==> src/rtl/router_pkg.sv <==
// Shared definitions for the router output-port receivers.
// Contents: default FIFO depth / byte width, receiver FSM state encoding.
package router_pkg;

    localparam int DEFAULT_DEPTH = 4;
    localparam int DEFAULT_WIDTH = 8;

    typedef enum logic [1:0] {
        SYNC = 2'd0,   // wait for frame_n high before accepting a packet
        IDLE = 2'd1,   // between packets
        RECV = 2'd2,   // deserializing a packet
        DROP = 2'd3    // discarding the rest of a packet after an overflow
    } rx_state_e;

endpackage

==> src/rtl/byte_fifo.sv <==
// Byte FIFO with first-word-fall-through head and overflow-aware push acceptance.
// Ports:
//   clk, reset      : clock, asynchronous active-high reset
//   push_i          : push request, push_data_i is the entry (data + last flag)
//   pop_i           : pop request; ignored while empty
//   head_o          : oldest entry, zero while empty
//   empty_o, full_o : occupancy flags
//   push_ready_o    : a push this cycle would be stored (not full, or a pop frees a slot)
module byte_fifo #(
    parameter int DEPTH = 4,
    parameter int DW    = 9
) (
    input  logic          clk,
    input  logic          reset,
    input  logic          push_i,
    input  logic [DW-1:0] push_data_i,
    input  logic          pop_i,
    output logic [DW-1:0] head_o,
    output logic          empty_o,
    output logic          full_o,
    output logic          push_ready_o
);

    localparam int AW = $clog2(DEPTH);

    logic [DW-1:0] mem_q [DEPTH];
    logic [AW-1:0] wptr_q, rptr_q;
    logic [AW:0]   cnt_q;
    logic          pop_ok, push_ok;

    assign empty_o      = (cnt_q == '0);
    assign full_o       = (cnt_q == (AW+1)'(DEPTH));
    assign pop_ok       = pop_i && !empty_o;
    assign push_ready_o = !full_o || pop_ok;
    assign push_ok      = push_i && push_ready_o;
    // Gating the head keeps rd_data at zero after reset without resetting storage.
    assign head_o       = empty_o ? '0 : mem_q[rptr_q];

    always_ff @(posedge clk or posedge reset) begin
        if (reset) begin
            wptr_q <= '0;
            rptr_q <= '0;
            cnt_q  <= '0;
        end else begin
            if (push_ok) wptr_q <= wptr_q + 1'b1;
            if (pop_ok)  rptr_q <= rptr_q + 1'b1;
            if (push_ok && !pop_ok)      cnt_q <= cnt_q + 1'b1;
            else if (pop_ok && !push_ok) cnt_q <= cnt_q - 1'b1;
        end
    end

    always_ff @(posedge clk) begin
        if (push_ok) mem_q[wptr_q] <= push_data_i;
    end

endmodule

==> src/rtl/port_receiver.sv <==
// Receiver for one router output port: deserializes framed serial bits
// (LSB first) into bytes and queues them with an end-of-packet flag.
// Ports:
//   clk, reset         : clock, asynchronous active-high reset
//   din, frame_n,
//   valid_n            : serial bit, active-low frame, active-low bit-valid
//   rd_en              : consumer pop request
//   rd_data, rd_last   : FIFO head byte and its end-of-packet flag
//   empty, full        : FIFO occupancy
//   ovf_err, part_err  : sticky errors (byte lost to full FIFO / partial trailing byte)
module port_receiver
    import router_pkg::*;
#(
    parameter int DEPTH = DEFAULT_DEPTH,
    parameter int WIDTH = DEFAULT_WIDTH
) (
    input  logic             clk,
    input  logic             reset,
    input  logic             din,
    input  logic             frame_n,
    input  logic             valid_n,
    input  logic             rd_en,
    output logic [WIDTH-1:0] rd_data,
    output logic             rd_last,
    output logic             empty,
    output logic             full,
    output logic             ovf_err,
    output logic             part_err
);

    localparam int             CW       = (WIDTH > 1) ? $clog2(WIDTH) : 1;
    localparam logic [CW-1:0]  LAST_BIT = CW'(WIDTH-1);

    rx_state_e        state_q, state_d;
    logic [CW-1:0]    bitcnt_q, bitcnt_d;
    logic [WIDTH-1:0] shift_q, shift_d;
    logic             ovf_q, ovf_d;
    logic             part_q, part_d;
    logic [WIDTH-1:0] cap;
    logic             push, push_ready;
    logic [WIDTH:0]   head;

    always_comb begin
        state_d  = state_q;
        bitcnt_d = bitcnt_q;
        shift_d  = shift_q;
        ovf_d    = ovf_q;
        part_d   = part_q;
        push     = 1'b0;
        // Shift register with this cycle's bit merged in; this is what gets pushed.
        cap           = shift_q;
        cap[bitcnt_q] = din;

        unique case (state_q)
            SYNC: if (frame_n) state_d = IDLE;
            IDLE: begin
                if (!frame_n) begin
                    state_d  = RECV;
                    shift_d  = '0;
                    bitcnt_d = '0;
                    if (!valid_n) begin
                        shift_d[0] = din;
                        bitcnt_d   = CW'(1);
                    end
                end
            end
            RECV: begin
                if (!valid_n) begin
                    if (bitcnt_q == LAST_BIT) begin
                        push     = 1'b1;
                        shift_d  = '0;
                        bitcnt_d = '0;
                        if (!push_ready) begin
                            ovf_d   = 1'b1;
                            state_d = frame_n ? IDLE : DROP;
                        end
                    end else begin
                        shift_d  = cap;
                        bitcnt_d = bitcnt_q + 1'b1;
                    end
                end
                // Packet end: anything left in the shift register is a partial byte.
                if (frame_n) begin
                    state_d = IDLE;
                    if (bitcnt_d != '0) begin
                        part_d   = 1'b1;
                        shift_d  = '0;
                        bitcnt_d = '0;
                    end
                end
            end
            DROP: if (frame_n) state_d = IDLE;
            default: state_d = SYNC;
        endcase
    end

    always_ff @(posedge clk or posedge reset) begin
        if (reset) begin
            state_q  <= SYNC;
            bitcnt_q <= '0;
            shift_q  <= '0;
            ovf_q    <= 1'b0;
            part_q   <= 1'b0;
        end else begin
            state_q  <= state_d;
            bitcnt_q <= bitcnt_d;
            shift_q  <= shift_d;
            ovf_q    <= ovf_d;
            part_q   <= part_d;
        end
    end

    byte_fifo #(
        .DEPTH (DEPTH),
        .DW    (WIDTH + 1)
    ) u_fifo (
        .clk          (clk),
        .reset        (reset),
        .push_i       (push),
        .push_data_i  ({frame_n, cap}),
        .pop_i        (rd_en),
        .head_o       (head),
        .empty_o      (empty),
        .full_o       (full),
        .push_ready_o (push_ready)
    );

    assign rd_data  = head[WIDTH-1:0];
    assign rd_last  = head[WIDTH];
    assign ovf_err  = ovf_q;
    assign part_err = part_q;

endmodule

==> config.mk <==
export PLATFORM = sky130hd
export DESIGN_NAME = port_receiver
export DESIGN_NICKNAME = d
export VERILOG_FILES = /design/src/rtl/router_pkg.sv /design/src/rtl/byte_fifo.sv /design/src/rtl/port_receiver.sv
export SDC_FILE = /design/constraint.sdc
export NUM_CORES = 1
export LEC_CHECK = 0
export ABC_AREA = 1
export BUFFER_PORTS_ARGS = -buffer_cell sky130_fd_sc_hd__buf_2
export CAP_MARGIN = 20
export CELL_PAD_IN_SITES_DETAIL_PLACEMENT = 1
export CELL_PAD_IN_SITES_GLOBAL_PLACEMENT = 1
export CORE_ASPECT_RATIO = 1.75
export CORE_MARGIN = 4
export CORE_UTILIZATION = 50
export CTS_CLUSTER_SIZE = 30
export DETAILED_ROUTE_END_ITERATION = 7
export PLACE_DENSITY_LB_ADDON = 0.1
export SYNTH_ARGS = -nofsm -noshare
export SYNTH_HDL_FRONTEND = slang
export SYNTH_SLANG_ARGS = --single-unit
==> constraint.sdc <==
create_clock -name clk -period 3.3 [get_ports clk]
set_input_delay 0.66 -clock clk [delete_from_list [all_inputs] [get_ports clk]]
set_output_delay 0.66 -clock clk [all_outputs]
set_load 0.02 [all_outputs]
# Yosys cells after proc, flatten, opt, wreduce, memory -nomap -nowiden

Memory sizes are Yosys's and may differ from the RTL's.
Index checks and enable logic that the tools add are counted.

Register bits: 22
Latch bits: 0
Memory bits (writable): 36
Bits in read-only memories: 0
Bits of input ports: 6
Logic and storage cells: 81
Memories kept: 1

$add $sub $neg: 5
Multipliers: 0
Divide/modulo/power cells: 0
$lt $le $gt $ge: 2
Equal/unequal tests: 10
Shift operators: 0
Mux-type cells: 33
Bitwise gates (word level): 2
Reduce and logical (&&, ||, !) cells: 20

Memory list:

| memory       | depth | bits a word | rd ports | clocked after Yosys merged registers in | write ports | RTL line        | RTL |
|---|---|---|---|---|---|---|---|
| u_fifo.mem_q | 4     | 9           | 1        | 0                                       | 1           | byte_fifo.sv:26 | `logic [DW-1:0] mem_q [DEPTH];` |

Operators by type and width:

| kind                | number |
|---|---|
| $mux 8              | 5 |
| $mux 3              | 8 |
| $pmux 8 s2          | 1 |
| $mux 2              | 6 |
| $mux 9              | 1 |
| $ne 3x3->1 const B  | 3 |
| $bwmux 8            | 1 |
| $mux 1              | 8 |
| $add 3x1->3 const B | 2 |
| $eq 3x3->1 const B  | 2 |
| $pmux 2 s3          | 1 |
| $pmux 3 s2          | 1 |
| $logic_and 1x1->1   | 5 |
| $reduce_and 5->1    | 1 |
| $add 2x1->2 const B | 2 |
| $eq 2x2->1 const B  | 2 |
| $logic_not 1->1     | 4 |
| $lt 3x4->1 const B  | 1 |
| $reduce_and 4->1    | 1 |
| $reduce_bool 2->1   | 2 |
| $demux 1 s3         | 1 |
| $ge 3x1->1 const B  | 1 |
| $logic_not 3->1     | 1 |
| $reduce_and 3->1    | 1 |
| other kinds (10)    | 11 |

# Longest topological paths before layout

Depth in word-level cells: 10
Mapped depth: 13

# By module

Synthesis repeated with hierarchy kept, for this count alone.

Cells, all modules: 352
Area total of the unflattened synthesis: 3,027.9 um^2

Modules (own cells, without submodules):

| module        | instances | cells each | area each (um^2) |
|---|---|---|---|
| byte_fifo     | 1         | 200        | 1,973.1 |
| port_receiver | 1         | 152        | 1,054.8 |

# Least setup slack after synthesis

Ideal clock, no wire load.

Path type: reg2reg
From: register bitcnt_q[0]
To: register u_fifo.cnt_q[1]
Data arrival time: 2,037 ps
Data required time: 3,175 ps
Path slack: 1,138 ps
Stages on the path, launching flop included: 11
Buffers on the path: 0
Period minus slack after synthesis: 2,162 ps
Path through: dfrtp_1 ha_1 ha_1 nand2_1 nor2_1 nand2_1 inv_1 ha_1 inv_1 fa_1 mux2_2

Cells in the longest elaborated chain, start to end: 8

Ends and longest elaborated chain:

| what                        | RTL line             | RTL |
|---|---|---|
| from (decl)                 | port_receiver.sv:35  | `logic [CW-1:0] bitcnt_q, bitcnt_d;` |
| from (signal assigned)      | port_receiver.sv:106 | `bitcnt_q <= bitcnt_d;` |
| $eq 3x3->1 (*)              | port_receiver.sv:69  | `if (bitcnt_q == LAST_BIT) begin` |
| $mux 1 (*)                  | port_receiver.sv:69  |  |
| $mux 1 (*)                  | port_receiver.sv:68  | `if (!valid_n) begin` |
| $mux 1 (*)                  | port_receiver.sv:54  | `unique case (state_q)` |
| $logic_and 1x1->1 (*)       | byte_fifo.sv:35      | `assign push_ok = push_i && push_ready_o;` |
| net u_fifo.push_ok          | byte_fifo.sv:29      | `logic pop_ok, push_ok;` |
| $logic_not 1->1             | byte_fifo.sv:48      | `else if (pop_ok && !push_ok) cnt_q <= cnt_q - 1'b1;` |
| $logic_and 1x1->1           | byte_fifo.sv:48      |  |
| $reduce_bool 2->1 (no line) | -                    |  |
| to (signal assigned)        | byte_fifo.sv:47      | `if (push_ok && !pop_ok) cnt_q <= cnt_q + 1'b1;` |
| to (signal assigned)        | byte_fifo.sv:48      |  |
| to (decl)                   | byte_fifo.sv:28      | `logic [AW:0] cnt_q;` |

The timed path passes the listed nets; every way through them passes the cells marked *.
A chain may end at the register's enable or synchronous reset.

# Final worst setup path

From: register u_fifo.rptr_q[1]
To: output rd_data[0]

Cells in the longest elaborated chain, start to end: 2

Ends and longest elaborated chain:

| what                   | RTL line            | RTL |
|---|---|---|
| from (decl)            | byte_fifo.sv:27     | `logic [AW-1:0] wptr_q, rptr_q;` |
| from (signal assigned) | byte_fifo.sv:46     | `if (pop_ok) rptr_q <= rptr_q + 1'b1;` |
| $mem_v2 4x9            | -                   |  |
| $mux 9                 | byte_fifo.sv:37     | `assign head_o = empty_o ? '0 : mem_q[rptr_q];` |
| to (decl)              | port_receiver.sv:23 | `output logic [WIDTH-1:0] rd_data,` |

No other way between the ends.

==> impl_metrics.csv <==
group,metric,value,unit
clocking,post_cts_resized,0,
sta,rsz0062_at_grt,"false",
sta,fin_crit,2680,ps
setup_path,crit_chain,"clkinv_1, nor2_1, o21ai_0, a21oi_1, buf_2",
yosys,synthAdderAreaFrac,5.46,%
final_layout,drive_above_1_share,15.8,%
placement,dp.cells,390,
clocking,cts_buffers,9,
drt,wl_per_cell,16.6,um
drt,vias,2103,
setup_path,crit_buf_inv,2,
yosys,ys_seq_area_share,56.5,%
sta,fin_worst_skew,6.33,ps
clocking,cts_tree,"built",
setup_path,critical-path-top-delay-family,"buffers and inverters",
yosys,synth_edf_count,36,
drt,routed_wl,6720,um
global_route,first_global_vias,2301,
floorplanning,initial_core_util,51.7,%
power_and_ir_drop,p_per_area,869,mW/mm2
setup_path,max_stage_delay,570,ps
clocking,hold_buffers,0,
setup_path,worstPathMaxFanout,10,
drt,drt-initial-drc-count,82,
run_status,outcome,"complete, no violations",
sta,hold_ws,485,ps
final_layout,nets,343,
sta,fin_tns_setup,0,ps
drt,ant_nets,0,
yosys,syn-cell-area,0.00289,mm2
clocking,h-tree-depth,3,
yosys,synthMuxAreaShare,0.390,%
final_layout,fin_cells,406,
setup_path,critPathSlowestCell,"dfrtp_1",
floorplanning,die_w,65.5,um
yosys,ys_types,37,
clocking,clk-insertion-delay-late,350,ps
yosys,synth_nets,318,
setup_path,start_kind,"register",
global_route,grt_max_degree,23,
yosys,async_flop_share,37.9,%
final_layout,final_common_cell,"nand2_1",
yosys,synth-compound-area-share,11.0,%
setup_path,worstPathRequired,2640,ps
placement,dp_hpwl,4950,um
placement,finalWeightedCongestion,0.812,
yosys,ys_ff_latch,58,
power_and_ir_drop,leakage,1.38,nW
clocking,cts_setup_buffers,0,
final_layout,synthToLayoutAreaGrowth,13.0,%
yosys,synth_simple_gate_area_share,19.0,%
clocking,clock-root-buffer,"clkbuf_8",
yosys,synth_xor_xnor_area_share,1.52,%
global_route,overflow,0,
sta,setup_viol,0,
sta,finalHoldViolations,0,
placement,place.port_buffers,18,
floorplanning,dieArea,0.00710,mm2
clocking,ctsLongestPathBuffers,2,
sta,slew-limit-headroom,34.5,%
drt,drtPass1Iterations,4,
yosys,synth_top_family_by_area,"simple AND/OR/NAND/NOR gates",
floorplanning,coreArea,0.00559,mm2
global_route,antenna_found_initial,0,
sta,min_period_over_period,81.3,%
global_route,grt_pass1_wl,11500,um
worst_hold_path,hold_path_class,"register to register",
sta,tightest_slew,981,ps
final_layout,diodes,0,
sta,finalMaxSlewViolations,0,
yosys,synthCells,300,
yosys,ys_warn_count,0,
clocking,cts.clk_slew.worst_paths,70,ps
setup_path,critical_path_arrival,2020,ps
sta,fmax,373,MHz
floorplanning,fp-row-count,36,
drt,viasPerCell,5.18,
yosys,syn_avg_cell_area,9.63,um2
final_layout,finish.utilization,58.4,%
global_route,grt_use_total,22.4,%
drt,drc,0,
final_layout,layout_common_cells,"nand2_1 (55), nor2_1 (50), edfxtp_1 (36)",
floorplanning,die_y,109,um
job,maxCapViolCount,0,
clocking,cts_sinks,58,
floorplanning,ios,19,
power_and_ir_drop,ir_worst_vdd,422,uV
setup_path,endpoint_kind,"output pin",
yosys,synth-main-ff-cell,"edfxtp_1",
setup_path,critical_path_class,"register to output pin",
routing by layer:
metal / global-route usage [%] / part of all wire (%) / vias to the layer above
li1: - / - / 1041
met1: 25.1 / 39 / 1024
met2: 39.7 / 56 / 28
met3: 4.78 / 2.8 / 10
met4: 10.4 / 2.1 / 0
met5: 0 / 0 / -
logic make-up after synthesis:
logic type	after synthesis
simple gates	129
fa+ha+maj	12
flops	58
mux	1
buf+inv	38
compound gates	57
xor+xnor	5
path summary, 6_finish.rpt:
kind,from,endpoint,slack (ps),cells past startpoint
max,u_fifo.rptr_q[1],rd_data[0],620,5
min,shift_q[7],shift_q[7],480,2
max reg2reg,bitcnt_q[0],u_fifo.cnt_q[2],700,13
min reg2reg,shift_q[7],shift_q[7],480,2
max in group asynchronous,reset,state_q[1],2160,2
min in group asynchronous,reset,u_fifo.rptr_q[0],540,2
through the flow:
stage               cell area, um2  total power [mW]  setup WS (ps)
floorplan                     2890              1.83           1140
global placement              3050              2.10            848
detailed placement            3050              2.16            694
CTS                           3260              2.88            523
finish                        3260              2.83            616
global route                  3260              3.06            402
synthesized netlist by cell type, types with 4 or more instances:
cell      instances  area (um2)
nand2_1          55         206
nor2_1           50         188
edfxtp_1         36        1080
o21ai_0          27         135
inv_1            24        90.1
dfrtp_1          22         551
a21oi_1          12        60.1
ha_1             11         138
nand3_1          10        50.1
o21ai_1           6        30.0
buf_2             4        20.0
xor2_1            4        35.0
registers in the layout (all words and copies together) (netlist names):
name           flops
u_fifo.mem_q      36
shift_q            8
bitcnt_q           3
u_fifo.cnt_q       3
state_q            2
u_fifo.rptr_q      2
u_fifo.wptr_q      2
ovf_err            1
part_err           1
layout make-up:
cell class,instances,area (um2)
clock inverters,6,81.3
flip-flops and latches,58,1630
repair buffers,24,135
multi-input cells,204,1080
well taps,76,95.1
fillers,684,2320
clock buffers,10,128
inverters,28,114
worst min-delay path: cells and delay by family (launching register included):
family / cells / cell delay [ps]
flops: 1 / 350
simple gates: 2 / 110
where the power goes:
group,leakage [nW],internal (mW),switching [mW]
Combinational,0.673,0.380,0.729
Sequential,0.607,0.892,0.126
Clock,0.104,0.420,0.287
Note: power is estimated with default switching activity, not from simulation.
